### config.mk
export PLATFORM = sky130hd
export DESIGN_NAME = comb_out_monitor
export DESIGN_NICKNAME = d
export VERILOG_FILES = /design/src/rtl/comb_out_monitor.sv
export SDC_FILE = /design/constraint.sdc
export NUM_CORES = 1
export LEC_CHECK = 0
export CELL_PAD_IN_SITES_DETAIL_PLACEMENT = 0
export CELL_PAD_IN_SITES_GLOBAL_PLACEMENT = 1
export CORE_UTILIZATION = 35
export CTS_CLUSTER_DIAMETER = 80
export DETAILED_ROUTE_END_ITERATION = 6
export PLACE_DENSITY = 0.63
export SYNTH_ARGS = -nofsm -noshare
export SYNTH_HDL_FRONTEND = slang
export SYNTH_SLANG_ARGS = --single-unit
### constraint.sdc
create_clock -name clk -period 1.8 [get_ports clk]
set_clock_uncertainty 0.15 [all_clocks]
set_input_delay 0.36 -clock clk [delete_from_list [all_inputs] [get_ports clk]]
set_output_delay 0.36 -clock clk [all_outputs]
set_load 0.005 [all_outputs]
### src/rtl/comb_out_monitor.sv
// comb_out_monitor
//   Watches three asynchronous outputs (x, y, z) of an upstream combinational
//   block. Each bit is synchronized and its toggles are counted. A small FSM
//   raises a one-cycle hit when the synchronized pattern holds MATCH for
//   STABLE_CYC+1 consecutive cycles. Counters are read out over a four-phase
//   req/ack handshake.
//
// Ports
//   clk       rising-edge clock
//   rst_n     async active-low reset
//   x, y, z   asynchronous inputs
//   clr       sync clear of all counters and the match FSM
//   sel       read select: 0=x toggles, 1=y toggles, 2=z toggles, 3=hits
//   rd_req    four-phase read request
//   rd_ack    four-phase read acknowledge
//   rd_data   captured counter, valid while rd_ack is high
//   xyz_sync  synchronized {x,y,z}
//   match     one-cycle hit pulse

// Per-bit lane: 2-flop synchronizer, previous-value flop and a saturating
// toggle counter.
module comb_out_lane #(
  parameter int CNT_W = 8
) (
  input  logic             clk,
  input  logic             rst_n,
  input  logic             clr,
  input  logic             din,
  output logic             sync,
  output logic [CNT_W-1:0] cnt
);
  logic [1:0] sync_pipe;
  logic       prev;
  logic       tog;

  assign sync = sync_pipe[1];
  assign tog  = sync ^ prev;

  // clr leaves the synchronizer and the previous-value flop alone so no
  // toggle is lost or invented around a clear.
  always_ff @(posedge clk or negedge rst_n) begin
    if (!rst_n) begin
      sync_pipe <= '0;
      prev      <= 1'b0;
    end else begin
      sync_pipe <= {sync_pipe[0], din};
      prev      <= sync;
    end
  end

  always_ff @(posedge clk or negedge rst_n) begin
    if (!rst_n)                      cnt <= '0;
    else if (clr)                    cnt <= '0;
    else if (tog && (cnt != '1))     cnt <= cnt + 1'b1;
  end
endmodule

module comb_out_monitor #(
  parameter int         CNT_W      = 8,
  parameter int         STABLE_CYC = 4,
  parameter logic [2:0] MATCH      = 3'b101
) (
  input  logic             clk,
  input  logic             rst_n,
  input  logic             x,
  input  logic             y,
  input  logic             z,
  input  logic             clr,
  input  logic [1:0]       sel,
  input  logic             rd_req,
  output logic             rd_ack,
  output logic [CNT_W-1:0] rd_data,
  output logic [2:0]       xyz_sync,
  output logic             match
);
  localparam int        NUM_LANES = 3;
  localparam logic [3:0] STAB_TGT = 4'(STABLE_CYC);

  typedef enum logic [1:0] {IDLE, QUAL, HIT, HOLD} state_t;

  logic [2:0]                      xyz_in;
  logic [NUM_LANES-1:0][CNT_W-1:0] tog_cnt;
  logic [CNT_W-1:0]                hit_cnt;
  logic [CNT_W-1:0]                rd_mux;
  state_t                          state_q, state_d;
  logic [3:0]                      stab_q, stab_d;
  logic                            is_pat;

  // Lane i carries bit i of {x,y,z}: lane 2 = x, lane 1 = y, lane 0 = z.
  assign xyz_in = {x, y, z};

  for (genvar i = 0; i < NUM_LANES; i++) begin : g_lane
    comb_out_lane #(.CNT_W(CNT_W)) u_lane (
      .clk  (clk),
      .rst_n(rst_n),
      .clr  (clr),
      .din  (xyz_in[i]),
      .sync (xyz_sync[i]),
      .cnt  (tog_cnt[i])
    );
  end

  // ---------------------------------------------------------------- match FSM
  assign is_pat = (xyz_sync == MATCH);

  always_ff @(posedge clk or negedge rst_n) begin
    if (!rst_n) begin
      state_q <= IDLE;
      stab_q  <= '0;
    end else begin
      state_q <= state_d;
      stab_q  <= stab_d;
    end
  end

  always_comb begin
    state_d = state_q;
    stab_d  = stab_q;
    unique case (state_q)
      IDLE: if (is_pat) begin
        state_d = QUAL;
        stab_d  = 4'd1;
      end
      QUAL: begin
        if (!is_pat)                state_d = IDLE;
        else if (stab_q == STAB_TGT) state_d = HIT;
        else                        stab_d  = stab_q + 4'd1;
      end
      HIT:  state_d = is_pat ? HOLD : IDLE;
      HOLD: if (!is_pat) state_d = IDLE;
      default: state_d = IDLE;
    endcase
    if (clr) begin
      state_d = IDLE;
      stab_d  = '0;
    end
  end

  // A clear landing in HIT suppresses the pulse as well as the count.
  assign match = (state_q == HIT) && !clr;

  always_ff @(posedge clk or negedge rst_n) begin
    if (!rst_n)                                  hit_cnt <= '0;
    else if (clr)                                hit_cnt <= '0;
    else if ((state_q == HIT) && (hit_cnt != '1)) hit_cnt <= hit_cnt + 1'b1;
  end

  // ------------------------------------------------------------ read handshake
  // Mux reads the registered counters, so a same-cycle increment is not seen.
  always_comb begin
    rd_mux = hit_cnt;
    unique case (sel)
      2'd0: rd_mux = tog_cnt[2];
      2'd1: rd_mux = tog_cnt[1];
      2'd2: rd_mux = tog_cnt[0];
      2'd3: rd_mux = hit_cnt;
      default: rd_mux = hit_cnt;
    endcase
  end

  // Capture only on the req-rise phase; rd_data is frozen for the rest of the
  // handshake regardless of sel or clr.
  always_ff @(posedge clk or negedge rst_n) begin
    if (!rst_n) begin
      rd_ack  <= 1'b0;
      rd_data <= '0;
    end else if (rd_req && !rd_ack) begin
      rd_ack  <= 1'b1;
      rd_data <= rd_mux;
    end else if (!rd_req && rd_ack) begin
      rd_ack  <= 1'b0;
    end
  end
endmodule

==> results.toml <==
[outcome]
status = "finished, final reports clean"

[sta]
final-hold-violation-count = 0
min_period_ps = 1762
finalSetupViolCount = 0
tightestPinTransition_ps = 398.3
finalCritPeriodShare_pct = 97.87
maxSlewHeadroom_pct = 73.45
slew_viol_final = 0
rsz0062_at_grt = "yes"
timing.final.ws_setup_ps = 38.30
fmax_ghz = 0.5676

[setup_path]
end_kind = "flop"
cp.arrival_ps = 1800
regToRegStartpoint = "stab_q[0]$_DFFE_PN0P_"
crit_type = "primary input to flop"
worst-path-max-fanout = 8
startpoint = "sel[0]"
crit_required_ps = 1840
start_kind = "primary input"

[cts]
clock-sinks = 56
clockRootBuffer = "clkbuf_8"
clkLatencyLatePin_ps = 300
path_clk_slew_ps = 90
cts_max_level = 2
clock_path_buffers = 2
cts_inserted_buffers = 5
cts_tree = "done"

[global_routing]
grt_first_pass_wirelength_um = 10460
grt_overflow = 0
track_usage_pct = 16.05
grt_start_max_net_pins = 57
grt_pass1_vias = 2024
antenna_found_initial = 0

[yosys]
synth.distinct_cells = 45
synth_edf_count = 0
ys.warnings.count = 0
synthCells = 251
avgSynthCellArea_um2 = 11.36
ys.flop_type = "dfrtp_1"
ys_async_sr_fraction_pct = 100.0
syn_area_mm2 = 0.002851
synth.yosys.seq_area_share_pct = 49.14
synth_seq_cells = 56
syn-num-nets = 267

[power_and_ir_drop]
powerDensity_mw_per_mm2 = 711.6
leakagePower_nw = 1.551
vdd_drop_max_mv = 0.2953

[final_layout]
synthToLayoutAreaGrowth_pct = 22.29
mostFrequentLayoutCell = "dfrtp_1"
final_cell_mix = "dfrtp_1 (54), buf_4 (28), nor2_1 (26)"
drive_gt1_share_pct = 21.67
fin_nets = 316
final_cell_area_mm2 = 0.003487
diodes = 0

[placement]
dp_hpwl_um = 4509
placed_area_mm2 = 0.003346
gp_congestion = 0.7781
placement.io_buffers = 21
dp_slack_ps = -286.5

[min_path]
hp-class = "flop to flop"
hp-start = "g_lane[0].u_lane.sync_pipe[0]$_DFF_PN0_"

[routing]
dr.pass1.iters = 4
wirelength_um = 6215
drc = 0
postRouteAntennaNets = 0
routedWlPerCell_um = 15.46
drtIter0Drc = 118
vias_per_cell = 5.055
vias = 2032

[floorplanning]
io-pin-count = 22
die_y_um = 92.26
initial_core_util_pct = 36.52
coreArea_mm2 = 0.007807
rows = 32
die_area_mm2 = 0.008512
die_w_um = 92.26

[job]
drv_cap = 0
==> synthesized netlist by cell type (all sizes together), types with 2 or more instances <==
library cell   n  area [um^2]
xor2          13        128.9
mux4           8        180.2
a21oi          8        40.04
nand4b         2        17.52
nand3b         5        37.54
or3            6        37.54
ha             7        87.58
buf            7        40.04
nand4          8        50.05
xnor2          3        26.28
mux2           9        101.4
o21ai         11        58.81
nand3         10        50.05
and4b          2        20.02
o21a           2        15.01
nor3           8        45.04
inv            5        18.77
nand2b         3        18.77
and3           7        43.79
o211ai         5        47.54
nor2          26        97.59
nand2         12        45.04
clkbuf         3        11.26
dfrtp         56         1401
mux2i         11        110.1
==> routing by layer <==
metal / wire (um) / vias to the layer above / track usage, % / share of wire (%)
met2: 3074 / 18 / 27.99 / 49
li1: - / 1009 / - / -
met3: 163 / 5 / 2.736 / 2.6
met1: 2916 / 1000 / 20.70 / 47
met5: 0 / - / 0 / 0
met4: 61 / 0 / 3.906 / 0.98
==> critical path: stages <==
cell and delay [ps]:
clkdlybuf4s50_1 520, buf_12 150, mux4_2 500, mux2_2 280
==> final cells by class <==
cell class	count	area (um^2)
sequential	56	1404
clock buffer	7	96.34
timing repair buffer	52	460.4
tap	102	127.6
inverter	5	18.77
multi-input combinational	180	1380
fill	761	4320
==> worst paths after layout <==
path	endpoint	slack (ps)	depth (start not counted)
max in group asynchronous	g_lane[0].u_lane.sync_pipe[1]$_DFF_PN0_	780	3
worst min-delay path	g_lane[0].u_lane.sync_pipe[1]$_DFF_PN0_	210	0
min in group asynchronous	g_lane[2].u_lane.cnt[3]$_DFFE_PN0P_	440	3
worst max register to register	stab_q[0]$_DFFE_PN0P_	50	5
worst max-delay path	rd_data[6]$_DFFE_PN0P_	40	4
worst min register to register	g_lane[0].u_lane.sync_pipe[1]$_DFF_PN0_	210	0
==> flip-flops by register name (all words and copies together) (netlist names) <==
name                     flops
hit_cnt                      8
rd_data                      8
state_q                      2
rd_ack                       1
stab_q                       4
g_lane.u_lane.sync_pipe      6
g_lane.u_lane.cnt           24
g_lane.u_lane.prev           3
==> power breakdown <==
part	total, mW	leakage (nW)	switching (mW)	internal (mW)
logic	0.383	0.749	0.171	0.213
clock network	0.742	0.0503	0.398	0.344
registers	1.36	0.752	0.0412	1.32
total	2.48	1.55	0.610	1.87
==> metrics by stage <==
stage               hold slack, ps  TNS, ps  utilization [%]  instances  power (mW)
global route                 227.7   -50.30            44.66        402       2.612
CTS                          211.4        0            44.33        398       2.524
floorplan                   -85.59        0                -        251       1.565
detailed placement           187.2    -2111            42.85        389       1.764
finish                       206.0        0            44.66        402       2.482
global placement             183.3    -1870            42.85        389       1.758
==> what timing repair did <==
action / 4_1_cts / 5_1_grt
pin swaps: 0 / 1
gates resized for setup: 3 / 2
buffers inserted: 1 / 4
hold endpoints to repair: 56 / 0
hold buffers: 1 / 0
endpoints found under the setup margin: 4 / 7
==> logic make-up after synthesis <==
family,Yosys count,share of synthesized area (%)
buffers and inverters,15,2.457
xor gates and xnor gates,16,5.441
DFF,56,49.14
and+or+nand+nor,94,17.51
AOI/OAI and AO/OA,35,8.644
muxes,28,13.73
adders and majority gates,7,3.071
Power figures use the tool's default switching activity.
